--- src/rtl/smc_pkg.sv ---
// Shared constants and state encoding for the smc_ctrl MOSFET-evaluation controller.
package smc_pkg;

  localparam int unsigned MOS_NUM = 6;
  localparam int unsigned TIMEOUT = 16;
  localparam int unsigned W_A     = 3;
  localparam int unsigned W_B     = 4;
  localparam int unsigned W_C     = 5;
  localparam int unsigned IN_W    = 3;
  localparam int unsigned LANE_W  = 7;
  localparam int unsigned CALC_W  = 10;
  localparam int unsigned SUM_W   = 12;
  localparam int unsigned OUT_W   = 10;
  localparam int unsigned BEAT_W  = 3;
  localparam int unsigned GAP_W   = 5;

  typedef enum logic [1:0] {IDLE, LOAD, DRAIN, OUT} state_t;

endpackage

--- src/rtl/smc_calc_lane.sv ---
// Combinational single-MOSFET evaluator: Id or gm from vgs/vds/w (square-law, /3 scaled).
module smc_calc_lane
  import smc_pkg::*;
(
  input  logic [IN_W-1:0]   vgs,
  input  logic [IN_W-1:0]   vds,
  input  logic [IN_W-1:0]   w,
  input  logic              sel_id,
  output logic [LANE_W-1:0] res_c
);

  logic [CALC_W-1:0] ov, vd, wd, id_v, gm_v;

  always_comb begin
    ov   = CALC_W'(vgs) - CALC_W'(1);
    vd   = CALC_W'(vds);
    wd   = CALC_W'(w);
    id_v = '0;
    gm_v = '0;
    if (vgs == '0) begin
      id_v = '0;
      gm_v = '0;
    end else if (ov > vd) begin
      // triode: 2*ov*vds - vds^2 is non-negative because ov > vds
      id_v = (wd * (CALC_W'(2) * ov * vd - vd * vd)) / CALC_W'(3);
      gm_v = (CALC_W'(2) * wd * vd) / CALC_W'(3);
    end else begin
      id_v = (wd * ov * ov) / CALC_W'(3);
      gm_v = (CALC_W'(2) * wd * ov) / CALC_W'(3);
    end
    res_c = sel_id ? LANE_W'(id_v) : LANE_W'(gm_v);
  end

endmodule

--- src/rtl/smc_ctrl.sv ---
// Six-beat MOSFET frame controller: keeps the best three lane results and emits a weighted result.
// Optional SMC_CTRL_TIMEOUT_EN aborts a stalled frame after TIMEOUT gap cycles and pulses err.
module smc_ctrl
  import smc_pkg::*;
(
  input  logic             clk,
  input  logic             rst_n,
  input  logic             in_valid,
  input  logic [IN_W-1:0]  vgs,
  input  logic [IN_W-1:0]  vds,
  input  logic [IN_W-1:0]  w,
  input  logic [1:0]       mode,
  output logic             in_ready,
  output logic             out_valid,
  output logic [OUT_W-1:0] out_data,
  output logic             err
);

  state_t              state;
  logic [BEAT_W-1:0]   beat_cnt;
  logic [1:0]          mode_q;
  logic [LANE_W-1:0]   lane_q, lane_c;
  logic                lane_vld;
  logic [LANE_W-1:0]   k0, k1, k2, k0_n, k1_n, k2_n;
  logic [1:0]          fill;
  logic                accept, sel_id;
  logic [2:0]          better;
  logic [LANE_W-1:0]   ra, rb, rc;
  logic [SUM_W-1:0]    wsum;
  logic [OUT_W-1:0]    result;

  assign accept = in_valid & in_ready;
  // beat 0 evaluates with the live mode; later beats use the frame's captured mode
  assign sel_id = (state == IDLE) ? mode[0] : mode_q[0];

  smc_calc_lane u_lane (
    .vgs    (vgs),
    .vds    (vds),
    .w      (w),
    .sel_id (sel_id),
    .res_c  (lane_c)
  );

  // Sorted insert; k0 is the best entry, empty slots always accept, ties keep older entries first
  always_comb begin
    better[0] = (fill == 2'd0) | (mode_q[1] ? (lane_q > k0) : (lane_q < k0));
    better[1] = (fill <= 2'd1) | (mode_q[1] ? (lane_q > k1) : (lane_q < k1));
    better[2] = (fill <= 2'd2) | (mode_q[1] ? (lane_q > k2) : (lane_q < k2));
    k0_n = k0;
    k1_n = k1;
    k2_n = k2;
    if (better[0]) begin
      k0_n = lane_q;
      k1_n = k0;
      k2_n = k1;
    end else if (better[1]) begin
      k1_n = lane_q;
      k2_n = k1;
    end else if (better[2]) begin
      k2_n = lane_q;
    end
  end

  // a >= b >= c for largest, c <= b <= a for smallest
  always_comb begin
    ra = mode_q[1] ? k0 : k2;
    rb = k1;
    rc = mode_q[1] ? k2 : k0;
    wsum = SUM_W'(W_A * ra + W_B * rb + W_C * rc);
    if (mode_q[0]) result = OUT_W'(wsum / SUM_W'(W_A + W_B + W_C));
    else           result = OUT_W'(SUM_W'(ra) + SUM_W'(rb) + SUM_W'(rc));
  end

`ifdef SMC_CTRL_TIMEOUT_EN
  logic [GAP_W-1:0] gap_cnt;
  logic             err_q;
  assign err = err_q;
`else
  assign err = 1'b0;
`endif

  always_ff @(posedge clk or negedge rst_n) begin
    if (!rst_n) begin
      state     <= IDLE;
      in_ready  <= 1'b1;
      out_valid <= 1'b0;
      out_data  <= '0;
      beat_cnt  <= '0;
      mode_q    <= '0;
      lane_q    <= '0;
      lane_vld  <= 1'b0;
      k0        <= '0;
      k1        <= '0;
      k2        <= '0;
      fill      <= '0;
`ifdef SMC_CTRL_TIMEOUT_EN
      gap_cnt   <= '0;
      err_q     <= 1'b0;
`endif
    end else begin
      out_valid <= 1'b0;
`ifdef SMC_CTRL_TIMEOUT_EN
      err_q     <= 1'b0;
`endif
      lane_vld  <= accept;
      if (accept) lane_q <= lane_c;

      if (accept && state == IDLE) begin
        k0     <= '0;
        k1     <= '0;
        k2     <= '0;
        fill   <= '0;
        mode_q <= mode;
      end else if (lane_vld) begin
        k0   <= k0_n;
        k1   <= k1_n;
        k2   <= k2_n;
        fill <= (fill == 2'd3) ? fill : fill + 2'd1;
      end

      case (state)
        IDLE: begin
          if (accept) begin
            state    <= LOAD;
            beat_cnt <= BEAT_W'(1);
`ifdef SMC_CTRL_TIMEOUT_EN
            gap_cnt  <= '0;
`endif
          end
        end
        LOAD: begin
          if (accept) begin
`ifdef SMC_CTRL_TIMEOUT_EN
            gap_cnt <= '0;
`endif
            if (beat_cnt == BEAT_W'(MOS_NUM - 1)) begin
              state    <= DRAIN;
              in_ready <= 1'b0;
              beat_cnt <= '0;
            end else begin
              beat_cnt <= beat_cnt + BEAT_W'(1);
            end
          end
`ifdef SMC_CTRL_TIMEOUT_EN
          else if (gap_cnt == GAP_W'(TIMEOUT - 1)) begin
            state    <= IDLE;
            err_q    <= 1'b1;
            beat_cnt <= '0;
            gap_cnt  <= '0;
          end else begin
            gap_cnt <= gap_cnt + GAP_W'(1);
          end
`endif
        end
        DRAIN: begin
          if (beat_cnt == BEAT_W'(1)) begin
            state    <= OUT;
            beat_cnt <= '0;
          end else begin
            beat_cnt <= beat_cnt + BEAT_W'(1);
          end
        end
        OUT: begin
          state     <= IDLE;
          in_ready  <= 1'b1;
          out_valid <= 1'b1;
          out_data  <= result;
        end
        default: begin
          state    <= IDLE;
          in_ready <= 1'b1;
        end
      endcase
    end
  end

endmodule
--- config.mk ---
export PLATFORM = sky130hd
export DESIGN_NAME = smc_ctrl
export DESIGN_NICKNAME = d
export VERILOG_FILES = /design/src/rtl/smc_pkg.sv /design/src/rtl/smc_calc_lane.sv /design/src/rtl/smc_ctrl.sv
export SDC_FILE = /design/constraint.sdc
export NUM_CORES = 1
export LEC_CHECK = 0
export CAP_MARGIN = 5
export CORE_ASPECT_RATIO = 1.4
export CORE_MARGIN = 1
export CORE_UTILIZATION = 50
export CTS_CLUSTER_DIAMETER = 80
export DETAILED_ROUTE_END_ITERATION = 7
export GPL_TIMING_DRIVEN = 1
export PLACE_DENSITY = 0.74
export SKIP_LAST_GASP = 1
export SYNTH_ARGS = -nofsm -noshare
export SYNTH_HDL_FRONTEND = slang
export SYNTH_SLANG_ARGS = --single-unit
--- constraint.sdc ---
create_clock -name clk -period 6.3 [get_ports clk]
set_input_delay 1.89 -clock clk [delete_from_list [all_inputs] [get_ports clk]]
set_output_delay 1.89 -clock clk [all_outputs]
set_load 0.05 [all_outputs]
==> flow_metrics.env <==
export IMPL_status="complete, but fails checks"
export IMPL_violations="negative setup slack"
export IMPL_fin_area_um2=13700
export IMPL_avgSynthCellArea_um2=7.85
export IMPL_nFillCells=1700
export IMPL_mostFrequentLayoutCell="buf_4"
export IMPL_ys_async_sr_fraction=1.00
export IMPL_cp_max_fo=7
export IMPL_routedWlPerCell_um=16.8
export IMPL_final_cell_mix="272 x buf_4, 150 x nand2_1, 143 x inv_1, 115 x ha_1, 97 x nor2_1"
export IMPL_io_buffers=24
export IMPL_cp_start_kind="input port"
export IMPL_synth_edf_count=0
export IMPL_maxCapViolCount=0
export IMPL_critPathBufInv=12
export IMPL_syn2layout_area_growth_pct=30.8
export IMPL_ctsHoldBuffers=0
export IMPL_worstSetupPathType="input port to register"
export IMPL_initial_utilization=0.510
export IMPL_cts_buffer_depth=2
export IMPL_antenna_found_initial=0
export IMPL_rsz0062_at_grt="true"
export IMPL_die_width_um=124
export IMPL_hold_path_class="register to register"
export IMPL_synth_distinct_cells=88
export IMPL_hold_violations=0
export IMPL_min_period_ns=9.96
export IMPL_route_detailed_drc=0
export IMPL_drt_pass1_iter_count=6
export IMPL_ys_seq_area_frac=0.117
export IMPL_htreeDepth=2
export IMPL_ys_flop_type="dfrtp_1"
export IMPL_end_kind="register"
export IMPL_avgViaCountPerCell=5.91
export IMPL_setup_viol_count_final=7
export IMPL_grt_overflow=0
export IMPL_grt_pass1_wl_mm=50.1
export IMPL_syn_inst=1332
export IMPL_io_pin_count=27
export IMPL_setup_slack_ns=-3.66
export IMPL_cp_startpoint="vgs[0]"
export IMPL_skew_ns=0.0115
export IMPL_reg2reg_setup_slack_ns=0.40
export IMPL_place_gp_congestion=0.951
export IMPL_ys_seq_elements=49
export IMPL_worstMarginPinSlew_ns=1.29
export IMPL_diodes=0
export IMPL_grtUsageTotal=0.293
export IMPL_postRouteAntennaNets=0
export IMPL_drive_gt1_frac=0.264
export IMPL_die_area_um2=21500
export IMPL_worstPathRequired_ns=6.50
export IMPL_critPathMaxStageDelay_ns=0.56
export IMPL_period_share=1.58
export IMPL_worstHoldStart="out_data[2]$_DFFE_PN0P_"
export IMPL_multi_input_area_um2=8870
export IMPL_routed_wl_mm=31.1
export IMPL_cpMaxStageDelayCell="fa_1"
export IMPL_cts_buffers=5
export IMPL_worstPathArrival_ns=10.15
export IMPL_yosys_warnings=0
export IMPL_cts_root_buf="clkbuf_16"
export IMPL_netlist_area_leader_share=0.148
export IMPL_place_hpwl_mm=24.9
export IMPL_synthesis_area_um2=10500
export IMPL_die_y_um=173
export IMPL_max_slew_margin_rel=0.137
export IMPL_max_freq_mhz=100
export IMPL_dpl_instance_area_um2=13000
export IMPL_clock_latency_ns=0.31
export IMPL_drv_slew=0
export IMPL_cts_tree="built"
export IMPL_grt_max_degree=50
export IMPL_ys_top_cells_by_area="ha_1 15%, fa_1 13%, dfrtp_1 11%"
export IMPL_core_rowCount=62
export IMPL_cts_sinks=49
export IMPL_clk_pin_slew_ns=0.08
export IMPL_seqCellArea_um2=1230
export IMPL_drtIter0Drc=530
export IMPL_vias=10900
export IMPL_yosysTopAreaCell="ha_1"
export IMPL_fin_nets=1803
export IMPL_design_core_area_um2=20500
export IMPL_worstReg2RegStart="mode_q[1]$_DFFE_PN0P_"
export IMPL_crit_family="adder cells"
export IMPL_grt_pass1_vias=11100
[cells by family (layout without fill, tap and decap cells)]
family	after synthesis	count (layout)	synth area share
AND/OR/NAND/NOR	430	430	0.191
AO/OA/AOI/OAI	328	328	0.217
buffers and inverters	208	473	0.0789
adder cells (fa/ha/maj)	193	193	0.280
multiplexers	64	64	0.0633
XOR/XNOR	59	59	0.0522
flip-flops	49	49	0.117
other	1	2	0.000359
[sequential cells by signal, indices dropped and copies added (netlist names)]
| register | flops |
|---|---|
| lane_q | 7 |
| state | 2 |
| mode_q | 2 |
| fill | 2 |
| beat_cnt | 3 |
| out_data | 9 |
| k0 | 7 |
| out_valid | 1 |
| k2 | 7 |
| lane_vld | 1 |
| in_ready | 1 |
| k1 | 7 |
[timing repair]
item / 4_1_cts / 5_1_grt
setup buffers: 12 / 4
cloned: 1 / 0
gates resized for setup: 60 / 49
setup endpoints to repair: 10 / 11
pin swaps: 33 / 38
[cell type report]
| type | instances | share of cell area |
|---|---|---|
| clock buffer | 5 | 0.00916 |
| clock inverter | 3 | 0.00211 |
| multi-input combinational | 1076 | 0.649 |
| sequential | 49 | 0.0901 |
| inverter | 154 | 0.0438 |
| tap | 256 | 0.0234 |
| timing repair buffer | 311 | 0.182 |
[worst register-to-register path: stages (launching register included)]
cell and delay, ns:
dfrtp_4 0.58, nand2_1 0.11, o21a_1 0.16, inv_1 0.11, fa_1 0.47, ha_1 0.29
inv_1 0.05, fa_1 0.53, inv_1 0.04, ha_1 0.21, fa_1 0.42, a21o_1 0.23
a21oi_4 0.23, o21bai_1 0.10, a21oi_2 0.22, o21bai_1 0.09, a21oi_1 0.15, buf_4 0.23
mux2i_1 0.10, nand2_1 0.07, a21oi_1 0.09, nor4_4 0.38, buf_4 0.21, nand3b_1 0.10
o21ai_0 0.14, o21ai_0 0.15, o2111a_1 0.21, o22ai_1 0.07
[cell usage after synthesis, drive strengths merged (25+ instances only)]
cell / number
nor3: 33
inv: 153
xnor2: 46
fa: 68
clkbuf: 33
nor2: 102
mux2i: 50
o31ai: 27
dfrtp: 48
nand3: 40
ha: 124
o21ai: 68
nor2b: 25
a21oi: 77
nand2: 157
[final timing paths]
| check | endpoint | cells after the start |
|---|---|---|
| worst max-delay path | lane_q[0]$_DFFE_PN0P_ | 42 |
| min in group asynchronous | mode_q[1]$_DFFE_PN0P_ | 2 |
| worst min-delay path | out_data[2]$_DFFE_PN0P_ | 1 |
| max in group asynchronous | mode_q[1]$_DFFE_PN0P_ | 2 |
| worst max register to register | out_data[1]$_DFFE_PN0P_ | 27 |
| worst min register to register | out_data[2]$_DFFE_PN0P_ | 1 |
[per-stage QoR]
| stage | hold slack (ns) | setup TNS [ns] | util | std cells | worst slack, ns |
|---|---|---|---|---|---|
| after floorplan | 0.470 | -21.91 | - | 1333 | -3.72 |
| after global placement | 0.466 | -28.22 | 0.636 | 1831 | -4.45 |
| after detailed placement | 0.470 | -29.74 | 0.636 | 1831 | -4.61 |
| after CTS | 0.486 | -24.90 | 0.657 | 1852 | -3.94 |
| after global routing | 0.527 | -24.80 | 0.667 | 1854 | -3.94 |
| final | 0.486 | -22.66 | 0.667 | 1854 | -3.66 |
[routing by layer]
layer | track usage | part of all wire
met2 | 0.563 | 0.55
met3 | 0.0330 | 0.035
met5 | 0 | 0
met1 | 0.280 | 0.35
met4 | 0.191 | 0.063
Power is left out: the tool's default activity adds up to more than one toggle a clock period on the data nets, which glitch-free logic cannot reach.
